==> src/rtl/if_arb_pkg.sv <==
// if_arb_pkg: shared definitions for shared-unit arbiters.
//   - arb_state_e : controller states (IDLE, ISSUE, SETTLE, RESP)
//   - clog2()     : ID width helper (minimum 1 bit)
//   - rr_pick()   : round-robin search from a pointer, wrapping at nreq
package if_arb_pkg;

  localparam int MAX_REQ = 16;

  typedef enum logic [1:0] {
    IDLE   = 2'd0,
    ISSUE  = 2'd1,
    SETTLE = 2'd2,
    RESP   = 2'd3
  } arb_state_e;

  typedef struct packed {
    logic        found;
    logic [31:0] idx;
  } rr_pick_t;

  function automatic int clog2(input int n);
    int w;
    w = 1;
    for (int i = 1; i < 31; i++) begin
      if ((1 << i) < n) w = i + 1;
    end
    return w;
  endfunction

  // Searches ptr, ptr+1, ... (mod nreq). Iterating from the far end lets the
  // nearest asserted line overwrite the result last.
  function automatic rr_pick_t rr_pick(input logic [MAX_REQ-1:0] valid,
                                       input int ptr, input int nreq);
    rr_pick_t r;
    int       idx;
    r = '0;
    for (int k = MAX_REQ - 1; k >= 0; k--) begin
      if (k < nreq) begin
        idx = ptr + k;
        if (idx >= nreq) idx = idx - nreq;
        if (valid[idx]) begin
          r.found = 1'b1;
          r.idx   = 32'(idx);
        end
      end
    end
    return r;
  endfunction

endpackage

==> src/rtl/rr_arbiter_core.sv <==
// rr_arbiter_core: combinational round-robin picker.
// Ports:
//   valid [NREQ]  request lines
//   ptr   [ID_W]  highest-priority index this cycle
//   grant [NREQ]  one-hot winner (zero when nothing is valid)
//   idx   [ID_W]  winner index
//   found         at least one line valid
module rr_arbiter_core
  import if_arb_pkg::*;
#(
  parameter int NREQ = 4,
  parameter int ID_W = 2
) (
  input  logic [NREQ-1:0] valid,
  input  logic [ID_W-1:0] ptr,
  output logic [NREQ-1:0] grant,
  output logic [ID_W-1:0] idx,
  output logic            found
);

  logic [MAX_REQ-1:0] valid_ext;
  rr_pick_t           pick;

  always_comb begin
    valid_ext             = '0;
    valid_ext[NREQ-1:0]   = valid;
    pick                  = rr_pick(valid_ext, int'(ptr), NREQ);
    idx                   = ID_W'(pick.idx);
    found                 = pick.found;
    for (int i = 0; i < NREQ; i++) begin
      grant[i] = pick.found && (idx == ID_W'(i));
    end
  end

endmodule

==> src/rtl/if_unit_arbiter.sv <==
// if_unit_arbiter: shares one combinational compare/update unit among NREQ
// requesters with round-robin arbitration. Operands are captured, driven to
// the unit, held UNIT_LAT extra cycles, and the result is returned on one
// valid/ready response channel tagged with the requester ID.
// Ports:
//   CLK, RST_N (async, active-low)
//   REQ_VALID/REQ_READY/REQ_A/REQ_B : packed per-requester request channel
//   UNIT_A/UNIT_B/UNIT_XOUT         : shared unit operands and result
//   RSP_VALID/RSP_READY/RSP_ID/RSP_DATA : response channel
// Optional build macro IF_UNIT_ARBITER_STATS_EN adds STATS_CLR (in) and
// GRANT_CNT (out, 16-bit saturating grant counter per requester).
module if_unit_arbiter
  import if_arb_pkg::*;
#(
  parameter int  NREQ     = 4,
  parameter int  AW       = 8,
  parameter int  BW       = 16,
  parameter int  UNIT_LAT = 1,
  localparam int ID_W     = clog2(NREQ)
) (
  input  logic                 CLK,
  input  logic                 RST_N,
  input  logic [NREQ-1:0]      REQ_VALID,
  output logic [NREQ-1:0]      REQ_READY,
  input  logic [NREQ*AW-1:0]   REQ_A,
  input  logic [NREQ*BW-1:0]   REQ_B,
  output logic [AW-1:0]        UNIT_A,
  output logic [BW-1:0]        UNIT_B,
  input  logic [BW-1:0]        UNIT_XOUT,
  output logic                 RSP_VALID,
  input  logic                 RSP_READY,
  output logic [ID_W-1:0]      RSP_ID,
  output logic [BW-1:0]        RSP_DATA
`ifdef IF_UNIT_ARBITER_STATS_EN
  ,
  input  logic                 STATS_CLR,
  output logic [NREQ*16-1:0]   GRANT_CNT
`endif
);

  localparam int CNT_W = 4;

  arb_state_e       state_q, state_d;
  logic [ID_W-1:0]  rr_ptr_q, rr_ptr_d;
  logic [ID_W-1:0]  gid_q, gid_d;
  logic [AW-1:0]    op_a_q, op_a_d;
  logic [BW-1:0]    op_b_q, op_b_d;
  logic [AW-1:0]    unit_a_q, unit_a_d;
  logic [BW-1:0]    unit_b_q, unit_b_d;
  logic [CNT_W-1:0] cnt_q, cnt_d;
  logic             rsp_valid_q, rsp_valid_d;
  logic [ID_W-1:0]  rsp_id_q, rsp_id_d;
  logic [BW-1:0]    rsp_data_q, rsp_data_d;

  logic [NREQ-1:0]  pick_grant;
  logic [ID_W-1:0]  pick_idx;
  logic             pick_found;

  rr_arbiter_core #(.NREQ(NREQ), .ID_W(ID_W)) u_core (
    .valid (REQ_VALID),
    .ptr   (rr_ptr_q),
    .grant (pick_grant),
    .idx   (pick_idx),
    .found (pick_found)
  );

  // Grants only in IDLE; gated by reset so REQ_READY reads 0 while held.
  assign REQ_READY = ((state_q == IDLE) && RST_N) ? pick_grant : '0;

  assign UNIT_A    = unit_a_q;
  assign UNIT_B    = unit_b_q;
  assign RSP_VALID = rsp_valid_q;
  assign RSP_ID    = rsp_id_q;
  assign RSP_DATA  = rsp_data_q;

  always_comb begin
    state_d     = state_q;
    rr_ptr_d    = rr_ptr_q;
    gid_d       = gid_q;
    op_a_d      = op_a_q;
    op_b_d      = op_b_q;
    unit_a_d    = unit_a_q;
    unit_b_d    = unit_b_q;
    cnt_d       = cnt_q;
    rsp_valid_d = rsp_valid_q;
    rsp_id_d    = rsp_id_q;
    rsp_data_d  = rsp_data_q;
    case (state_q)
      IDLE: begin
        // A found winner always has REQ_READY and REQ_VALID high: transfer.
        if (pick_found) begin
          op_a_d  = REQ_A[int'(pick_idx)*AW +: AW];
          op_b_d  = REQ_B[int'(pick_idx)*BW +: BW];
          gid_d   = pick_idx;
          state_d = ISSUE;
        end
      end
      ISSUE: begin
        unit_a_d = op_a_q;
        unit_b_d = op_b_q;
        cnt_d    = CNT_W'(UNIT_LAT);
        state_d  = SETTLE;
      end
      SETTLE: begin
        if (cnt_q == '0) begin
          rsp_data_d  = UNIT_XOUT;
          rsp_id_d    = gid_q;
          rsp_valid_d = 1'b1;
          state_d     = RESP;
        end else begin
          cnt_d = cnt_q - 1'b1;
        end
      end
      RESP: begin
        if (RSP_READY) begin
          rsp_valid_d = 1'b0;
          rr_ptr_d    = (gid_q == ID_W'(NREQ - 1)) ? '0 : gid_q + 1'b1;
          state_d     = IDLE;
        end
      end
      default: state_d = IDLE;
    endcase
  end

  always_ff @(posedge CLK or negedge RST_N) begin
    if (!RST_N) begin
      state_q     <= IDLE;
      rr_ptr_q    <= '0;
      gid_q       <= '0;
      op_a_q      <= '0;
      op_b_q      <= '0;
      unit_a_q    <= '0;
      unit_b_q    <= '0;
      cnt_q       <= '0;
      rsp_valid_q <= 1'b0;
      rsp_id_q    <= '0;
      rsp_data_q  <= '0;
    end else begin
      state_q     <= state_d;
      rr_ptr_q    <= rr_ptr_d;
      gid_q       <= gid_d;
      op_a_q      <= op_a_d;
      op_b_q      <= op_b_d;
      unit_a_q    <= unit_a_d;
      unit_b_q    <= unit_b_d;
      cnt_q       <= cnt_d;
      rsp_valid_q <= rsp_valid_d;
      rsp_id_q    <= rsp_id_d;
      rsp_data_q  <= rsp_data_d;
    end
  end

`ifdef IF_UNIT_ARBITER_STATS_EN
  logic [NREQ-1:0] accept;
  logic [15:0]     grant_cnt_q [NREQ];
  logic [15:0]     grant_cnt_d [NREQ];

  assign accept = REQ_READY & REQ_VALID;

  // Clear has priority over a same-cycle accept; counters stick at 16'hFFFF.
  always_comb begin
    for (int i = 0; i < NREQ; i++) begin
      grant_cnt_d[i] = grant_cnt_q[i];
      if (STATS_CLR) begin
        grant_cnt_d[i] = '0;
      end else if (accept[i] && (grant_cnt_q[i] != 16'hFFFF)) begin
        grant_cnt_d[i] = grant_cnt_q[i] + 16'd1;
      end
      GRANT_CNT[i*16 +: 16] = grant_cnt_q[i];
    end
  end

  always_ff @(posedge CLK or negedge RST_N) begin
    if (!RST_N) begin
      for (int i = 0; i < NREQ; i++) grant_cnt_q[i] <= '0;
    end else begin
      for (int i = 0; i < NREQ; i++) grant_cnt_q[i] <= grant_cnt_d[i];
    end
  end
`else
  // Statistics disabled: no counter state is built.
`endif

endmodule
==> config.mk <==
export PLATFORM = sky130hd
export DESIGN_NAME = if_unit_arbiter
export DESIGN_NICKNAME = d
export VERILOG_FILES = /design/src/rtl/if_arb_pkg.sv /design/src/rtl/rr_arbiter_core.sv /design/src/rtl/if_unit_arbiter.sv
export SDC_FILE = /design/constraint.sdc
export NUM_CORES = 1
export LEC_CHECK = 0
export ABC_AREA = 1
export CAP_MARGIN = 20
export CORE_MARGIN = 2
export CORE_UTILIZATION = 30
export DETAILED_ROUTE_END_ITERATION = 7
export SLEW_MARGIN = 30
export SYNTH_ARGS = -nofsm -noshare
export SYNTH_HDL_FRONTEND = slang
export SYNTH_HIERARCHICAL = 1
export SYNTH_SLANG_ARGS = --single-unit
==> constraint.sdc <==
create_clock -name CLK -period 3.1 [get_ports CLK]
set_input_delay 0.62 -clock CLK [delete_from_list [all_inputs] [get_ports CLK]]
set_output_delay 0.62 -clock CLK [all_outputs]
set_load 0.02 [all_outputs]
==> Yosys cells after proc, flatten, opt, wreduce, memory -nomap -nowiden <==
Cells that the tools add are included.
{ "word_totals": {"reg_bits": 77, "inputBits": 119, "output_inout_bits": 47} }
{ "op_classes": {"addsub": 9, "n_lt_le_gt_ge": 8, "eq_ne": 11, "shift": 2, "muxes": 31, "reduce_logical": 16} }
{ "ops": {"columns": ["op", "count"], "rows": [
  ["two-way mux 33 bit", 4],
  ["less-than comparator 32 x 6 -> 1 bit (second input constant)", 4],
  ["two-way mux 32 bit", 4],
  ["greater-or-equal comparator 32 x 4 -> 1 bit (second input constant)", 3],
  ["subtractor 32 x 4 -> 32 bit (second input constant)", 3],
  ["variable part select 64 x 7 -> 16 bit", 1],
  ["variable part select 32 x 6 -> 8 bit", 1],
  ["binary-select mux 1 bit (select 4 bit)", 4],
  ["== test 2 bit (second input constant)", 5],
  ["two-way mux 1 bit", 10],
  ["two-way mux 2 bit", 4],
  ["two-way mux 4 bit", 2],
  ["case mux 2 bit (4 select lines)", 1],
  ["case mux 4 bit (2 select lines)", 1],
  ["AND reduction 2 bit", 4],
  ["adder 2 x 2 -> 3 bit (second input constant)", 2],
  ["!= test 2 bit (second input constant)", 3],
  ["AND reduction 3 bit", 2],
  ["logical AND 1 bit", 5],
  ["== test 2 x 1 -> 1 bit (second input constant)", 2],
  ["zero test 2 bit", 2],
  ["zero test 4 bit", 1],
  ["nonzero test 2 bit", 2],
  ["subtractor 2 x 3 -> 4 bit (second input constant)", 1],
  ["other kinds (6)", 6]
]} }

==> Longest topological paths before layout <==
Gate-level depths: netlist of run 1.
{ "logic_depth": {"ltp_word": 13, "mapped_depth": 18} }

==> Modules after synthesis <==
The synthesis of run 1 kept the hierarchy.
{ "by_module_without_submodules": {"columns": ["mod", "instances", "cells_per_inst", "area_each_um2", "seq_area_each_um2"], "rows": [
  ["if_unit_arbiter", 1, 607, 4134.0, 1926.8],
  ["rr_arbiter_core", 1, 67, 367.9, 0.0]
]} }

==> Least setup slack after synthesis of run 1 <==
No wires, ideal clock.
{ "synth_timing": {"path_kind": "register to output", "start": "reg rr_ptr_q[0]", "end": "out REQ_READY[0]", "arrival_ps": 1911, "setup_slack_ps": 569, "stages_incl_launch_ff": 14, "path_buffers": 0, "path_cell_list": "dfrtp_1 > inv_2 > ha_1 > inv_1 > nand3_1 > nand3_2 > nand2_1 > nand2_1 > nand2_1 > nand2_2 > nand2_2 > nor2_2 > inv_1 > nor2_1"} }
{ "synth_via": {"elab_chain_len": 13, "elab_cells_between_ends": 34} }
{ "synth_lines": {"columns": ["item", "line_no", "text"], "rows": [
  ["from (decl)", "if_unit_arbiter.sv:44", "logic [ID_W-1:0] rr_ptr_q, rr_ptr_d;"],
  ["from (signal assigned)", "if_unit_arbiter.sv:140", "rr_ptr_q <= rr_ptr_d;"],
  ["adder 2 x 2 -> 3 bit", "if_arb_pkg.sv:39", "idx = ptr + k;"],
  ["subtractor 32 x 4 -> 32 bit or greater-or-equal comparator 32 x 4 -> 1 bit (tied branches)", "if_arb_pkg.sv:40", "if (idx >= nreq) idx = idx - nreq;"],
  ["two-way mux 32 bit", "if_arb_pkg.sv:40", null],
  ["binary-select mux 1 bit (select 4 bit)", "if_arb_pkg.sv:41", "if (valid[idx]) begin"],
  ["two-way mux 1 bit (not written as such) (2 in a row)", "if_arb_pkg.sv:41", null],
  ["two-way mux 33 bit (3 in a row)", "if_arb_pkg.sv:41", null],
  ["two-way mux 33 bit (*)", "if_arb_pkg.sv:41", null],
  ["zero test 2 bit", "rr_arbiter_core.sv:31", "grant[i] = pick.found && (idx == ID_W'(i));"],
  ["logical AND 1 bit (*)", "rr_arbiter_core.sv:31", null],
  ["via pick_grant[0]", "if_unit_arbiter.sv:55", "logic [NREQ-1:0] pick_grant;"],
  ["two-way mux 4 bit (*)", "if_unit_arbiter.sv:68", "assign REQ_READY = ((state_q == IDLE) && RST_N) ? pick_grant : '0;"],
  ["to (decl)", "if_unit_arbiter.sv:24", "output logic [NREQ-1:0] REQ_READY,"]
]} }
The timed path passes the listed nets; every way through them passes the cells marked *. The select of a mux whose other input is x is not followed.

==> Worst setup path after layout of run 1 <==
{ "layout_timing": {"start": "reg rr_ptr_q[1]", "end": "out REQ_READY[0]"} }
The elaborated chain is that of the path after synthesis.

==> results of run 1 <==
==> power by group through the flow <==
stage / Clock [uW] / Combinational (uW) / Sequential (uW)
after floorplan: 0 / 3130 / 2070
after global placement: 0 / 5110 / 1770
after detailed placement: 0 / 5110 / 1780
after CTS: 1220 / 5130 / 1770
after global routing: 1270 / 5740 / 1840
final: 1180 / 5020 / 1770
==> sequential cells by signal, indices dropped and copies added (netlist names), 2 cells and up <==
signal	cells
cnt_q	4
op_b_q	16
gid_q	2
state_q	2
op_a_q	8
RSP_ID	2
RSP_DATA	16
UNIT_B	16
rr_ptr_q	2
UNIT_A	8
==> per-stage QoR <==
step / hold slack (ns) / util [%] / worst slack, ns
2_1_floorplan: 0.324 / - / 0.569
3_5_place_dp: 0.458 / 43.7 / -0.121
4_1_cts: 0.341 / 45.9 / 0.0258
6_report: 0.327 / 45.9 / 0.241
3_3_place_gp: 0.455 / 43.7 / -0.131
5_1_grt: 0.367 / 45.9 / 0.0143
==> path summary, 6_finish.rpt <==
path                                              start                 endpoint  slack, ns  cells after the start
worst min register to register    UNIT_A[0]$_DFFE_PN0P_    UNIT_A[0]$_DFFE_PN0P_       0.47                      2
worst min-delay path                              RST_N    RSP_VALID$_DFFE_PN0P_       0.33                      2
min in group CLK                  UNIT_A[0]$_DFFE_PN0P_    UNIT_A[0]$_DFFE_PN0P_       0.47                      2
worst max register to register  rr_ptr_q[1]$_DFFE_PN0P_   op_b_q[10]$_DFFE_PN0P_       0.60                     13
worst max-delay path            rr_ptr_q[1]$_DFFE_PN0P_             REQ_READY[0]       0.24                     15
max in group asynchronous                         RST_N  rr_ptr_q[0]$_DFFE_PN0P_       1.82                      3
==> cells in the mapped netlist, types with 2 or more instances <==
cell,count
nand2_1,375
inv_1,83
dfrtp_1,77
nand3_1,51
buf_2,14
ha_1,12
nor2_1,11
inv_2,7
nand2_2,7
buf_4,6
nand3_2,6
a21oi_1,3
buf_6,2
clkbuf_1,2
nand4_1,2
nor2_2,2
o21ai_0,2
or2_2,2
==> layer usage <==
layer | wire (um) | share of wire, % | vias up | track usage (%)
li1 | - | - | 2331 | -
met1 | 5730 | 46 | 1859 | 20.6
met2 | 5600 | 44 | 140 | 25.8
met3 | 1120 | 8.9 | 11 | 6.28
met4 | 138 | 1.1 | 0 | 3.62
met5 | 0 | 0 | - | 0
==> cells by family (layout without fill, tap and decap cells) <==
| logic type | count (synthesis) | count (layout) |
|---|---|---|
| compound gates | 8 | 8 |
| xor+xnor | 1 | 1 |
| fa+ha+maj | 12 | 12 |
| buf+inv | 117 | 288 |
| flops | 77 | 77 |
| mux | 1 | 1 |
| simple gates | 458 | 458 |
==> cell type report <==
type                            count  area, sq um  area share (%)
Tap cell                          184          230            3.44
Inverter                           91          343            5.12
Timing Repair Buffer              182         1780            26.6
Multi-Input combinational cell    480         2080            31.1
Clock buffer                       10          229            3.42
Clock inverter                      5          100            1.50
Sequential cell                    77         1930            28.8
==> repair_timing <==
| item | in CTS | in global routing |
|---|---|---|
| gates resized for setup | 4 | 9 |
| endpoints found under the setup margin | 4 | 4 |
| setup buffers | 0 | 1 |
==> impl_metrics.tcl, run 1 <==
set metrics [dict create \
    status "finished clean" \
    ant_nets 0 \
    setup_violations 0 \
    totalPowerFinal_uw 7970 \
    overflow 0 \
    synth_top_area_cell "dfrtp_1" \
    fillCellCount 1464 \
    swShare_pct 47.2 \
    synth_edf_count 0 \
    min_period_ns 2.86 \
    clk_path_buf_depth 2 \
    slowest_stage "dfrtp_1" \
    worst_path_largest_cell_delay_ns 0.38 \
    numClockSinks 77 \
    diodes 0 \
    min_period_over_period_pct 92.2 \
    cts_buffers 9 \
    grt_first_pass_wirelength_um 20600 \
    post-route-drc-count 0 \
    min_path_type "input pin to async pin" \
    vias 4341 \
    h-tree-depth 3 \
    critPathCaptureType "output pin" \
    die_y_um 127 \
    first_pass_iters 4 \
    netlist.area_leader.share_pct 42.8 \
    layout.nets 972 \
    p_leak_uw 0.00364 \
    cp.arrival_ns 2.24 \
    synth.area.top_cells "dfrtp_1 (43%), nand2_1 (31%), inv_1 (6.9%), nand3_1 (5.7%), ha_1 (3.3%)" \
    internal_power_uw 4210 \
    final_area_sq_um 6690 \
    grt.total_usage_pct 16.1 \
    synth_mux_area_share_pct 0.250 \
    ios 166 \
    syn_area_sq_um 4500 \
    yosys_warnings 6 \
    drt-total-wl_um 12600 \
    synth_top_family_by_area "simple AND/OR/NAND/NOR gates" \
    io_buffers 165 \
    synth_cells 674 \
    synth-simple-area-share_pct 41.4 \
    final_cells 1029 \
    async_flop_share_pct 100 \
    cts_tree "yes" \
    worstPathCellList "inv_1 -> ha_1 -> inv_1 -> nand3_1 -> nand2_1 -> nor2_1 -> nand2_1 -> nand2_1 -> nand2_1 -> nand2_2 -> nand2_2 -> nor2_2 -> inv_1 -> nor2_1 -> clkbuf_2" \
    ys_ff_latch 77 \
    crit_top_cell "nand2_1" \
    core_area_sq_um 14600 \
    start_util_pct 30.9 \
    worst-path-max-fanout 5 \
    max_slew_margin_pct 61.0 \
    cp_data_required_time_ns 2.48 \
    hold_violations 0 \
    crit_family "simple AND/OR/NAND/NOR gates" \
    yosys.area_share.xor_xnor_pct 0.195 \
    placed_cells 1013 \
    drive_above_1_share_pct 7.57 \
    via_per_inst 4.22 \
    drt_iter0_drc 172 \
    place_area_sq_um 6370 \
    wl_per_cell_um 12.2 \
    tns_ns 0 \
    die_area_sq_um 16000 \
    path_class "register to output pin" \
    synth-adder-area-share_pct 3.34 \
    mostFrequentLayoutCells "nand2_1 (375), clkdlybuf4s50_1 (160), inv_1 (83)" \
    start_kind "register" \
    switchingPower_uw 3760 \
    combPwrFrac_pct 63.0 \
    tightest_slew_ns 0.585 \
    syn-num-nets 805 \
    peakVddDrop_mv 0.606 \
    p_seq_share_pct 22.2 \
    max_clock_freq_mhz 350 \
    synth_flop_cell "dfrtp_1" \
    clock_skew_ns 0.00526 \
    post-dp-hpwl_um 9000 \
    power_frac_clock_pct 14.8 \
    synth_compound_area_share_pct 1.00 \
    die_width_um 127 \
    grt_max_degree 49 \
    power_density_nw_per_um2 1190 \
    drv_slew 0 \
    ys_types 28 \
    insertion_delay_ns 0.34 \
    final_common_cell "nand2_1" \
    seq_area_frac_synth_pct 42.8 \
    syn_to_final_growth_pct 48.6 \
    gp_congestion 0.780 \
    rows 44 \
    avgSynthCellArea_sq_um 6.68 \
    maxCapViolations 0 \
    path_buf_inv 4 \
    cts-root-buf "clkbuf_16" \
    clkTransAtPathRegs_ns 0.06 \
    hold_buffers 0 \
    grt_pass1_vias 4172 \
    rsz0062_at_grt "false" \
    antenna_found_initial 0 \
]
No activity file was read; power rests on OpenSTA's default activity.
==> inputs of run 2 (changes only) <==
--- a/config.mk
+++ b/config.mk
@@ -9,6 +9,7 @@
 export CAP_MARGIN = 20
 export CORE_MARGIN = 2
 export CORE_UTILIZATION = 30
+export CTS_BUF_LIST = sky130_fd_sc_hd__clkbuf_8 sky130_fd_sc_hd__clkbuf_16
 export DETAILED_ROUTE_END_ITERATION = 7
 export SLEW_MARGIN = 30
 export SYNTH_ARGS = -nofsm -noshare
==> run 2 against run 1 <==
  * Final area unchanged
  * First-iteration DRC count unchanged
  * Sequential power about the same
  * Sequential share of layout area unchanged
  * Combinational power about the same
  * Non-clock buffer count unchanged
  * Critical path depth unchanged
  * Global-route usage unchanged
  * Highest routed layer unchanged
  * Die area unchanged
  * Clock skew about the same
==> impl_metrics.tcl, run 2 (synthesis results as in run 1) <==
set metrics [dict create \
    status "finished clean" \
    min_period_over_period_pct 92.2 \
    ant_nets 0 \
    path_class "register to output pin" \
    drv_slew 0 \
    final_common_cell "nand2_1" \
    fillCellCount 1464 \
    ff_latch_area_sq_um 1930 \
    first_pass_iters 4 \
    placed_cells 1013 \
    syn_to_final_growth_pct 48.6 \
    wl_per_cell_um 12.2 \
    max_slew_margin_pct 61.0 \
    layout.nets 972 \
    die_area_sq_um 16000 \
    grt_pass1_vias 4172 \
    final_util_pct 45.9 \
    place_area_sq_um 6370 \
    totalPowerFinal_uw 7970 \
    die_width_um 127 \
    drt-total-wl_um 12600 \
    final_cells 1029 \
    hold_buffers 0 \
    clkTransAtPathRegs_ns 0.06 \
    antenna_found_initial 0 \
    multi_input_area_sq_um 2080 \
    drt_iter0_drc 172 \
    grt_max_degree 49 \
    slowest_stage "dfrtp_1" \
    worst-path-max-fanout 5 \
    drive_above_1_share_pct 7.57 \
    mostFrequentLayoutCells "nand2_1 (375), clkdlybuf4s50_1 (160), inv_1 (84)" \
    maxCapViolations 0 \
    post-route-drc-count 0 \
    rows 44 \
    core_area_sq_um 14600 \
    overflow 0 \
    crit_top_cell "nand2_1" \
    min_path_type "input pin to async pin" \
    p_leak_uw 0.00365 \
    vias 4337 \
    gp_congestion 0.780 \
    cp_data_required_time_ns 2.48 \
    critPathCaptureType "output pin" \
    start_kind "register" \
    worstPathCellList "inv_1 -> ha_1 -> inv_1 -> nand3_1 -> nand2_1 -> nor2_1 -> nand2_1 -> nand2_1 -> nand2_1 -> nand2_2 -> nand2_2 -> nor2_2 -> inv_1 -> nor2_1 -> clkbuf_2" \
    h-tree-depth 3 \
    clk_path_buf_depth 2 \
    tightest_slew_ns 0.585 \
    diodes 0 \
    clock_skew_ns 0.00526 \
    die_y_um 127 \
    ios 166 \
    peakVddDrop_mv 0.606 \
    via_per_inst 4.21 \
    grt_first_pass_wirelength_um 20600 \
    min_period_ns 2.86 \
    cts_tree "yes" \
    power_density_nw_per_um2 1190 \
    setup_violations 0 \
    hold_violations 0 \
    final_area_sq_um 6690 \
    io_buffers 165 \
    insertion_delay_ns 0.34 \
    cts-root-buf "clkbuf_16" \
    grt.total_usage_pct 16.1 \
    cp.arrival_ns 2.24 \
    start_util_pct 30.9 \
    cts_buffers 9 \
    post-dp-hpwl_um 9000 \
    max_clock_freq_mhz 350 \
    numClockSinks 77 \
    whs_ns 0.327 \
    rsz0062_at_grt "false" \
    worst_path_largest_cell_delay_ns 0.38 \
]
[run 2: timing repair]
item / CTS / global route
resized for setup: 4 / 9
setup buffers: 0 / 1
endpoints found under the setup margin: 4 / 4
[run 2: worst max-delay path, delay by kind of cell (launching register included)]
family | cells | cell delay, ns
buffers and inverters | 4 | 0.40
adders and majority gates | 1 | 0.34
and+or+nand+nor | 10 | 0.78
DFF | 1 | 0.38
[run 2: final timing paths]
path / from / endpoint / slack, ns / cells past startpoint
min in group CLK: UNIT_A[0]$_DFFE_PN0P_ / UNIT_A[0]$_DFFE_PN0P_ / 0.47 / 2
hold / removal: RST_N / RSP_VALID$_DFFE_PN0P_ / 0.33 / 2
max in group asynchronous: RST_N / rr_ptr_q[0]$_DFFE_PN0P_ / 1.82 / 3
hold reg to reg: UNIT_A[0]$_DFFE_PN0P_ / UNIT_A[0]$_DFFE_PN0P_ / 0.47 / 2
setup reg to reg: rr_ptr_q[1]$_DFFE_PN0P_ / op_b_q[10]$_DFFE_PN0P_ / 0.60 / 13
setup / recovery: rr_ptr_q[1]$_DFFE_PN0P_ / REQ_READY[0] / 0.24 / 15
[run 2: per-layer routing]
metal  vias to the layer above  global-route usage, %  part of all wire (%)
li1                       2331                      -                     -
met1                      1857                   20.6                    46
met2                       138                   25.8                    44
met3                        11                   6.28                   8.9
met4                         0                   3.62                   1.1
met5                         -                      0                     0
[run 2: final cells by class]
type,count,area share (%)
Clock inverter,6,1.55
Clock buffer,9,3.37
Timing Repair Buffer,182,26.6
Multi-Input combinational cell,480,31.1
Sequential cell,77,28.8
Tap cell,184,3.44
Inverter,91,5.12
[run 2: through the flow]
stage	setup TNS, ns	setup WS (ns)
3_3_place_gp	-0.430	-0.131
5_1_grt	0	0.0143
2_1_floorplan	0	0.569
4_1_cts	0	0.0258
3_5_place_dp	-0.435	-0.121
6_report	0	0.241
[run 2: power breakdown]
| group | switching, uW | leakage (uW) | internal (uW) |
|---|---|---|---|
| logic | 3100 | 0.00252 | 1930 |
| clock network | 403 | 0.000166 | 776 |
| registers | 265 | 0.000958 | 1500 |
==> inputs of run 3 (changes only) <==
==> constraint.sdc (replaced) <==
create_clock -name CLK -period 2.9 [get_ports CLK]
set_input_delay 0.58 -clock CLK [delete_from_list [all_inputs] [get_ports CLK]]
set_output_delay 0.58 -clock CLK [all_outputs]
set_load 0.02 [all_outputs]
==> run 3 against run 2 <==
  * Global-route usage up 0.066 points
  * Register-to-register slack worse by 0.24 ns
  * Core utilization up 0.35 points
  * Clock-buffer cell count up 3
  * Critical path depth down 2
  * Sequential share of layout area down 0.20 points
  * Wire length up 0.40%
  * Cell count up 0.68%
  * Clock skew down 0.0015 ns
  * Die area unchanged
  * Via count up 1.5%
  * Critical path type unchanged
==> impl_metrics.tcl, run 3 (synthesis results as in run 1) <==
set metrics [dict create \
    post-route-drc-count 0 \
    ios 166 \
    cts_tree "yes" \
    critPathCaptureType "output pin" \
    setup_violations 0 \
    antenna_found_initial 0 \
    grt.total_usage_pct 16.2 \
    die_width_um 127 \
    p_leak_uw 0.00367 \
    core_area_sq_um 14600 \
    diodes 0 \
    worst-path-max-fanout 5 \
    max_clock_freq_mhz 364 \
    wl_per_cell_um 12.2 \
    grt_pass1_vias 4184 \
    p_seq_share_pct 22.2 \
    fillCellCount 1509 \
    numClockSinks 77 \
    power_frac_clock_pct 12.3 \
    power_density_nw_per_um2 1260 \
    switchingPower_uw 4070 \
    first_pass_iters 4 \
    grt_first_pass_wirelength_um 20700 \
    drt-total-wl_um 12600 \
    layout.nets 979 \
    drt_iter0_drc 155 \
    cp.arrival_ns 2.17 \
    syn_to_final_growth_pct 49.7 \
    start_util_pct 30.9 \
    cts-root-buf "clkbuf_16" \
    insertion_delay_ns 0.34 \
    gp_congestion 0.791 \
    cts_buffers 9 \
    min_period_over_period_pct 94.7 \
    die_area_sq_um 16000 \
    r2r_setup_slack_ns 0.36 \
    ant_nets 0 \
    io_buffers 165 \
    overflow 0 \
    peakVddDrop_mv 0.571 \
    grt_max_degree 76 \
    cp_data_required_time_ns 2.32 \
    hold_buffers 0 \
    whs_ns 0.0345 \
    min_period_ns 2.75 \
    clock_skew_ns 0.00375 \
    drv_slew 0 \
    dp_slack_ns -0.289 \
    internal_power_uw 4460 \
    vias 4403 \
    final_util_pct 46.2 \
    rsz0062_at_grt "false" \
    final_common_cell "nand2_1" \
    drive_above_1_share_pct 9.27 \
    clk_path_buf_depth 2 \
    h-tree-depth 3 \
    rr_worst_depth 18 \
    rows 44 \
    hold_violations 0 \
    path_class "register to output pin" \
    maxCapViolations 0 \
    tns_ns 0 \
    via_per_inst 4.25 \
    post-dp-hpwl_um 9160 \
    r2r-start "rr_ptr_q[0]$_DFFE_PN0P_" \
    status "finished clean" \
    tightest_slew_ns 0.688 \
    fin_ws_ns 0.153 \
    min_path_type "input pin to async pin" \
    combPwrFrac_pct 65.4 \
    swShare_pct 47.7 \
    clkTransAtPathRegs_ns 0.05 \
    start_kind "register" \
    die_y_um 127 \
    mostFrequentLayoutCells "nand2_1 (374), clkdlybuf4s50_1 (160), inv_1 (82)" \
    totalPowerFinal_uw 8530 \
    r2r-end "op_b_q[7]$_DFFE_PN0P_" \
    max_slew_margin_pct 54.1 \
]
[run 3: cell types whose count changed in the layout (fill, tap and decap cells not counted), sizes merged]
cell | before | now
buf | 18 | 29
bufinv | 3 | 0
clkbuf | 13 | 12
clkinv | 3 | 2
inv | 91 | 92
[run 3: worst max-delay path, stage by stage (launching register included)]
cell and delay (ns):
dfrtp_2 0.41, buf_4 0.14, ha_1 0.20, or2_4 0.27, nand2_1 0.07, nor2_1 0.05, nand2_1 0.07, nand2_1 0.05
nand2_1 0.07, nand2_2 0.09, a21oi_1 0.12, inv_1 0.05, nor2_1 0.08, buf_2 0.16
[run 3: stage by stage]
stage                     std cells  instance area (sq um)
after floorplan                 674                   4500
after global placement         1017                   6400
after detailed placement       1017                   6410
after CTS                      1034                   6700
after global routing           1036                   6740
final                          1036                   6740
[run 3: worst max path at each step]
stage / to / slack (ns) / cells after the start / startpoint
2_1_floorplan: REQ_READY[0] / 0.41 / 13 / rr_ptr_q[0]$_DFFE_PN0P_
3_3_place_gp: REQ_READY[0] / -0.25 / 14 / REQ_VALID[0]
3_5_place_dp: REQ_READY[0] / -0.29 / 14 / REQ_VALID[0]
5_1_grt: REQ_READY[1] / 0.004 / 13 / rr_ptr_q[0]$_DFFE_PN0P_
6_report: REQ_READY[3] / 0.15 / 13 / rr_ptr_q[0]$_DFFE_PN0P_
4_1_cts: REQ_READY[2] / 0.02 / 15 / rr_ptr_q[1]$_DFFE_PN0P_
[run 3: timing repair]
action / CTS / global route
pin swaps: 0 / 3
setup buffers: 2 / 2
endpoints found under the hold margin: 0 / 0
gates resized for setup: 15 / 16
setup endpoints to repair: 4 / 4
[run 3: layer usage]
metal	vias to the layer above	global-route usage [%]	routed length, um
met2	132	25.8	5650
met3	21	4.51	869
li1	2350	-	-
met4	0	6.27	276
met1	1900	20.9	5830
met5	-	0	0
[run 3: area by class of cell]
class / count / area [sq um] / share of cell area (%)
Clock buffer: 12 / 267 / 3.95
Timing Repair Buffer: 189 / 1850 / 27.4
Tap cell: 184 / 230 / 3.41
Inverter: 91 / 343 / 5.09
Clock inverter: 3 / 12.5 / 0.186
Sequential cell: 77 / 1930 / 28.6
Multi-Input combinational cell: 480 / 2110 / 31.3
[run 3: power groups by stage]
stage	registers, uW	clock network [uW]	logic [uW]
2_1_floorplan	2220	0	3350
3_3_place_gp	1900	0	5530
3_5_place_dp	1910	0	5540
4_1_cts	1890	1090	5590
5_1_grt	1960	1130	6310
6_report	1900	1050	5580
==> RTL change 1: new RTL, config.mk and constraints of run 1 <==
`NREQ` is set to 4 in 2 places; all go to 8.
--- a/src/rtl/rr_arbiter_core.sv
+++ b/src/rtl/rr_arbiter_core.sv
@@ -8,7 +8,7 @@
 module rr_arbiter_core
   import if_arb_pkg::*;
 #(
-  parameter int NREQ = 4,
+  parameter int NREQ = 8,
   parameter int ID_W = 2
 ) (
   input  logic [NREQ-1:0] valid,
--- a/src/rtl/if_unit_arbiter.sv
+++ b/src/rtl/if_unit_arbiter.sv
@@ -12,7 +12,7 @@
 module if_unit_arbiter
   import if_arb_pkg::*;
 #(
-  parameter int  NREQ     = 4,
+  parameter int  NREQ     = 8,
   parameter int  AW       = 8,
   parameter int  BW       = 16,
   parameter int  UNIT_LAT = 1,
Ports: changed (5 resized); port bits go from 166 to 271. The function was not compared with the original's and may differ.
==> RTL change 1 against run 1 <==
  * Combinational power is 110% higher
  * Largest power group unchanged
  * Cell area is 48% higher
  * Non-clock buffer count is 132 higher
  * Area after synthesis is 36% higher
  * Sequential power is 5% higher
  * Setup slack worse by 420 ps
  * Routed wire length is 71% higher
  * Total power is 71% higher
  * Maximum frequency is 13% lower
  * The flow now finishes with violations (negative setup slack)
  * Sequential cell count is 3 higher
  * Highest routed layer unchanged
  * Global-route usage is 3.7 points higher
==> RTL change 1: results (changes against run 1) <==
Run status
Run status: finished, violations left (was complete, no violations). The checks that failed: negative setup slack.

Place
The post-place setup slack is -639 ps (was -121 ps). The cell count after placement was 1528 (was 1013). The total half-perimeter wirelength after legalization and detailed placement is 16400 um (was 9000 um).

Global route
The total global routing track utilization was 0.198 (was 0.161). The initial antenna violation count is 1 (was 0).

Route
The met2 wire length was 9980 um (was 5600 um). The wire length on met3 is 1540 um (was 1120 um). The met1 routed wirelength after detailed routing was 9570 um (was 5730 um).

Clocking
The setup fix buffers added after clock tree synthesis is 3 (was 0).

Setup path
The largest stage delay on the critical path is 490 ps (was 380 ps). The cell type of the slowest stage on the worst timing path is sky130_fd_sc_hd__clkdlybuf4s50_1 (was sky130_fd_sc_hd__dfrtp_1). The path depth of the worst reg2reg path is 19 (was 13).

The maximum fanout along the worst path is 4 (was 5).

Synth
Most used standard cells in the synthesized netlist: sky130_fd_sc_hd__nand2_1 (464), sky130_fd_sc_hd__nand3_1 (177), sky130_fd_sc_hd__inv_1 (130), sky130_fd_sc_hd__dfrtp_1 (80), sky130_fd_sc_hd__buf_2 (25) (was sky130_fd_sc_hd__nand2_1 (375), sky130_fd_sc_hd__inv_1 (83), sky130_fd_sc_hd__dfrtp_1 (77), sky130_fd_sc_hd__nand3_1 (51), sky130_fd_sc_hd__buf_2 (14)). The total nets after synthesis is 1227 (was 805). The area share of fa/ha/maj cells after synthesis is 0.0266 (was 0.0334).

The share of the synthesized area in compound gates (AO/OA/AOI/OAI) is 0.0197 (was 0.0100). The post-synthesis xor/xnor area fraction is 0.00430 (was 0.00195). The number of library cell types mapped by synthesis was 32 (was 28). The number of instances in the synthesized netlist is 995 (was 674).

Power
The worst supply voltage drop on vdd is 0.000965 V (was 0.000606 V). The leakage power figure is 5.01 nW (was 3.64 nW). The power of the combinational group is 10.6 mW (was 5.02 mW). The internal power was 6.42 mW (was 4.21 mW).

STA
The worst setup margin is -183 ps (was 241 ps). The hold slack is 317 ps (was 327 ps). The total negative slack came to -1180 ps (was 0 ps).

The count of endpoints failing setup in the final report was 8 (was 0). The transition time at the pin with the least slew margin is 808 ps (was 585 ps).

Finish
The area of the multi-input gates was 3520 um2 (was 2080 um2). The number of filler cells placed in the layout came to 2044 (was 1464).
RTL change 1: worst max-delay path by stage:
stage | slack, ps | start | endpoint | depth (start not counted)
6_report | -180 | REQ_VALID[1] | REQ_READY[1] | 17
3_5_place_dp | -640 | REQ_VALID[2] | REQ_READY[6] | 16
2_1_floorplan | 9 | rr_ptr_q[1]$_DFFE_PN0P_ | REQ_READY[0] | 16
5_1_grt | -350 | rr_ptr_q[1]$_DFFE_PN0P_ | REQ_READY[6] | 18
4_1_cts | -140 | rr_ptr_q[1]$_DFFE_PN0P_ | REQ_READY[1] | 17
3_3_place_gp | -630 | REQ_VALID[6] | REQ_READY[0] | 16
RTL change 1: cell type report:
class                      count  share of cell area
timing repair buffer         314               0.318
tap                          270              0.0342
sequential                    80               0.203
multi-input combinational    731               0.356
clock buffer                  10              0.0242
antenna                        1            0.000254
inverter                     136              0.0544
clock inverter                 6             0.00926
RTL change 1: worst reg2reg max path, stage by stage, from the launching register on:
cell and delay (ps):
sky130_fd_sc_hd__dfrtp_1 360, sky130_fd_sc_hd__bufinv_8 200, sky130_fd_sc_hd__ha_4 280, sky130_fd_sc_hd__buf_8 140
sky130_fd_sc_hd__nand3_4 90, sky130_fd_sc_hd__nand3_4 80, sky130_fd_sc_hd__nand2_4 80, sky130_fd_sc_hd__nor2_4 90
sky130_fd_sc_hd__o21ai_2 60, sky130_fd_sc_hd__nand2_1 80, sky130_fd_sc_hd__a21oi_2 60, sky130_fd_sc_hd__buf_4 140
sky130_fd_sc_hd__a21oi_4 180, sky130_fd_sc_hd__buf_6 250, sky130_fd_sc_hd__buf_8 260, sky130_fd_sc_hd__nand2_1 100
sky130_fd_sc_hd__nand3_1 90, sky130_fd_sc_hd__nand2_1 60, sky130_fd_sc_hd__nand2_1 110, sky130_fd_sc_hd__nand3_1 80
==> RTL change 2: new RTL, flow settings as in run 1 <==
Without the edit above. `op_a_q`, `op_b_q` and `rsp_data_q` no longer have a reset.
--- a/src/rtl/if_unit_arbiter.sv
+++ b/src/rtl/if_unit_arbiter.sv
@@ -127,27 +127,27 @@
       state_q     <= IDLE;
       rr_ptr_q    <= '0;
       gid_q       <= '0;
-      op_a_q      <= '0;
-      op_b_q      <= '0;
       unit_a_q    <= '0;
       unit_b_q    <= '0;
       cnt_q       <= '0;
       rsp_valid_q <= 1'b0;
       rsp_id_q    <= '0;
-      rsp_data_q  <= '0;
     end else begin
       state_q     <= state_d;
       rr_ptr_q    <= rr_ptr_d;
       gid_q       <= gid_d;
-      op_a_q      <= op_a_d;
-      op_b_q      <= op_b_d;
       unit_a_q    <= unit_a_d;
       unit_b_q    <= unit_b_d;
       cnt_q       <= cnt_d;
       rsp_valid_q <= rsp_valid_d;
       rsp_id_q    <= rsp_id_d;
-      rsp_data_q  <= rsp_data_d;
     end
+  end
+
+  always_ff @(posedge CLK) begin
+    op_a_q     <= op_a_d;
+    op_b_q     <= op_b_d;
+    rsp_data_q <= rsp_data_d;
   end
 
 `ifdef IF_UNIT_ARBITER_STATS_EN
Formal check against the unedited RTL: not equivalent (Yosys sat finds a counterexample within 10 cycles, from zero or initial values and one cycle with RST_N low; the reset may be asserted at any time).
==> RTL change 2 against run 1 <==
  * Routed wire length down 6.2%
  * Setup slack got worse by 4.9 ps
  * Clock skew is 0.97 ps higher
  * Largest cell class is now sequential cells
  * Total power decreased by 7.7%
  * Maximum frequency is 0.17% lower
  * Count of clock-buffer cells in the layout decreased by 1
  * Hold slack better by 89 ps
  * Global-route usage increased by 0.86 points
  * Clock power down 11%
  * Final cell count fell by 24%
  * Cell area is 9.8% lower
  * Area after synthesis is 14% lower
  * Sequential cell count did not move
==> RTL change 2: results (changes against run 1) <==
STA
The final clock skew is 6.24 ps (was 5.26 ps). The hold slack is 416 ps (was 327 ps).

Synth
The number of library cell types mapped by synthesis was 25 (was 28). The fraction of synthesized area in multiplexers came to 0.00291 (was 0.00250). The total nets after synthesis is 567 (was 805). Most used standard cells in the synthesized netlist: sky130_fd_sc_hd__nand2_1 (122), sky130_fd_sc_hd__nor2_1 (55), sky130_fd_sc_hd__edfxtp_1 (40), sky130_fd_sc_hd__dfrtp_1 (37), sky130_fd_sc_hd__o21ai_0 (32) (was sky130_fd_sc_hd__nand2_1 (375), sky130_fd_sc_hd__inv_1 (83), sky130_fd_sc_hd__dfrtp_1 (77), sky130_fd_sc_hd__nand3_1 (51), sky130_fd_sc_hd__buf_2 (14)).

The number of synthesized flops with an enable pin is 40 (was 0). The post-synthesis xor/xnor area fraction is 0.00227 (was 0.00195). The area share of fa/ha/maj cells after synthesis was 0.0389 (was 0.0334). Top post-synthesis cells by area: sky130_fd_sc_hd__edfxtp_1 (31%), sky130_fd_sc_hd__dfrtp_1 (24%), sky130_fd_sc_hd__nand2_1 (12%) (was sky130_fd_sc_hd__dfrtp_1 (43%), sky130_fd_sc_hd__nand2_1 (31%), sky130_fd_sc_hd__inv_1 (6.9%)).

The register area share after synthesis is 0.551 (was 0.428). The share of flip-flops with an asynchronous set or reset is 0.481 (was 1.00).

Setup path
The path depth of the worst reg2reg path is 12 (was 13). The cell type of the slowest stage on the worst timing path is sky130_fd_sc_hd__dfrtp_2 (was sky130_fd_sc_hd__dfrtp_1). The endpoint of the most critical register-to-register path is op_b_q[2]$_DFFE_PP_ (was op_b_q[10]$_DFFE_PN0P_).

Finish
The utilization after layout is 0.478 (was 0.459). The number of filler cells placed in the layout came to 1261 (was 1464). The fraction of layout instances using a drive strength above 1 is 0.106 (was 0.0757).

Global route
The total global routing track utilization came to 0.170 (was 0.161).

Place
The final weighted congestion in routability-driven placement is 0.851 (was 0.780). The total half-perimeter wirelength after legalization and detailed placement is 8730 um (was 9000 um).

Power
The worst supply voltage drop on vdd is 0.000759 V (was 0.000606 V). The leakage power figure is 2.58 nW (was 3.64 nW).

Route
The DRC violation total after the first TritonRoute iteration is 304 (was 172). The vias per cell came to 4.59 (was 4.22).

Run status
Run status: complete, no violations (unchanged).
[RTL change 2: final cells by class]
cell class,instances,area (um2),area share
clock inverter,7,73.8,0.0122
multi-input combinational,307,1520,0.251
timing repair buffer,180,1750,0.290
sequential,77,2130,0.353
clock buffer,9,225,0.0373
tap,172,215,0.0357
inverter,33,124,0.0205
[RTL change 2: cells by family after synthesis]
group	Yosys count
AO/OA/AOI/OAI	80
XOR/XNOR	1
adder cells (fa/ha/maj)	12
buffers and inverters	52
flip-flops	77
multiplexers	1
AND/OR/NAND/NOR	213
[RTL change 2: metal layers]
layer | GRT usage | routed length (um) | vias to the layer above
met5 | 0 | 0 | -
met4 | 0.0738 | 189 | 0
met3 | 0.0310 | 550 | 15
met2 | 0.281 | 5780 | 117
met1 | 0.218 | 5290 | 1676
li1 | - | - | 1799
[RTL change 2: metrics by stage]
step,instances,area (um2),setup WS (ps),power [mW]
2_1_floorplan,436,3860,551,4.84
3_3_place_gp,769,5740,-106,6.22
3_5_place_dp,769,5740,-170,6.34
4_1_cts,785,6030,14.1,7.41
5_1_grt,785,6040,10.3,7.97
6_report,785,6040,236,7.36
[RTL change 2: power breakdown]
part           switching, mW  internal, mW  leakage [nW]  total [mW]
Clock                  0.424         0.626         0.136        1.05
Combinational           2.73          1.61          1.61        4.34
Sequential             0.211          1.76         0.830        1.97
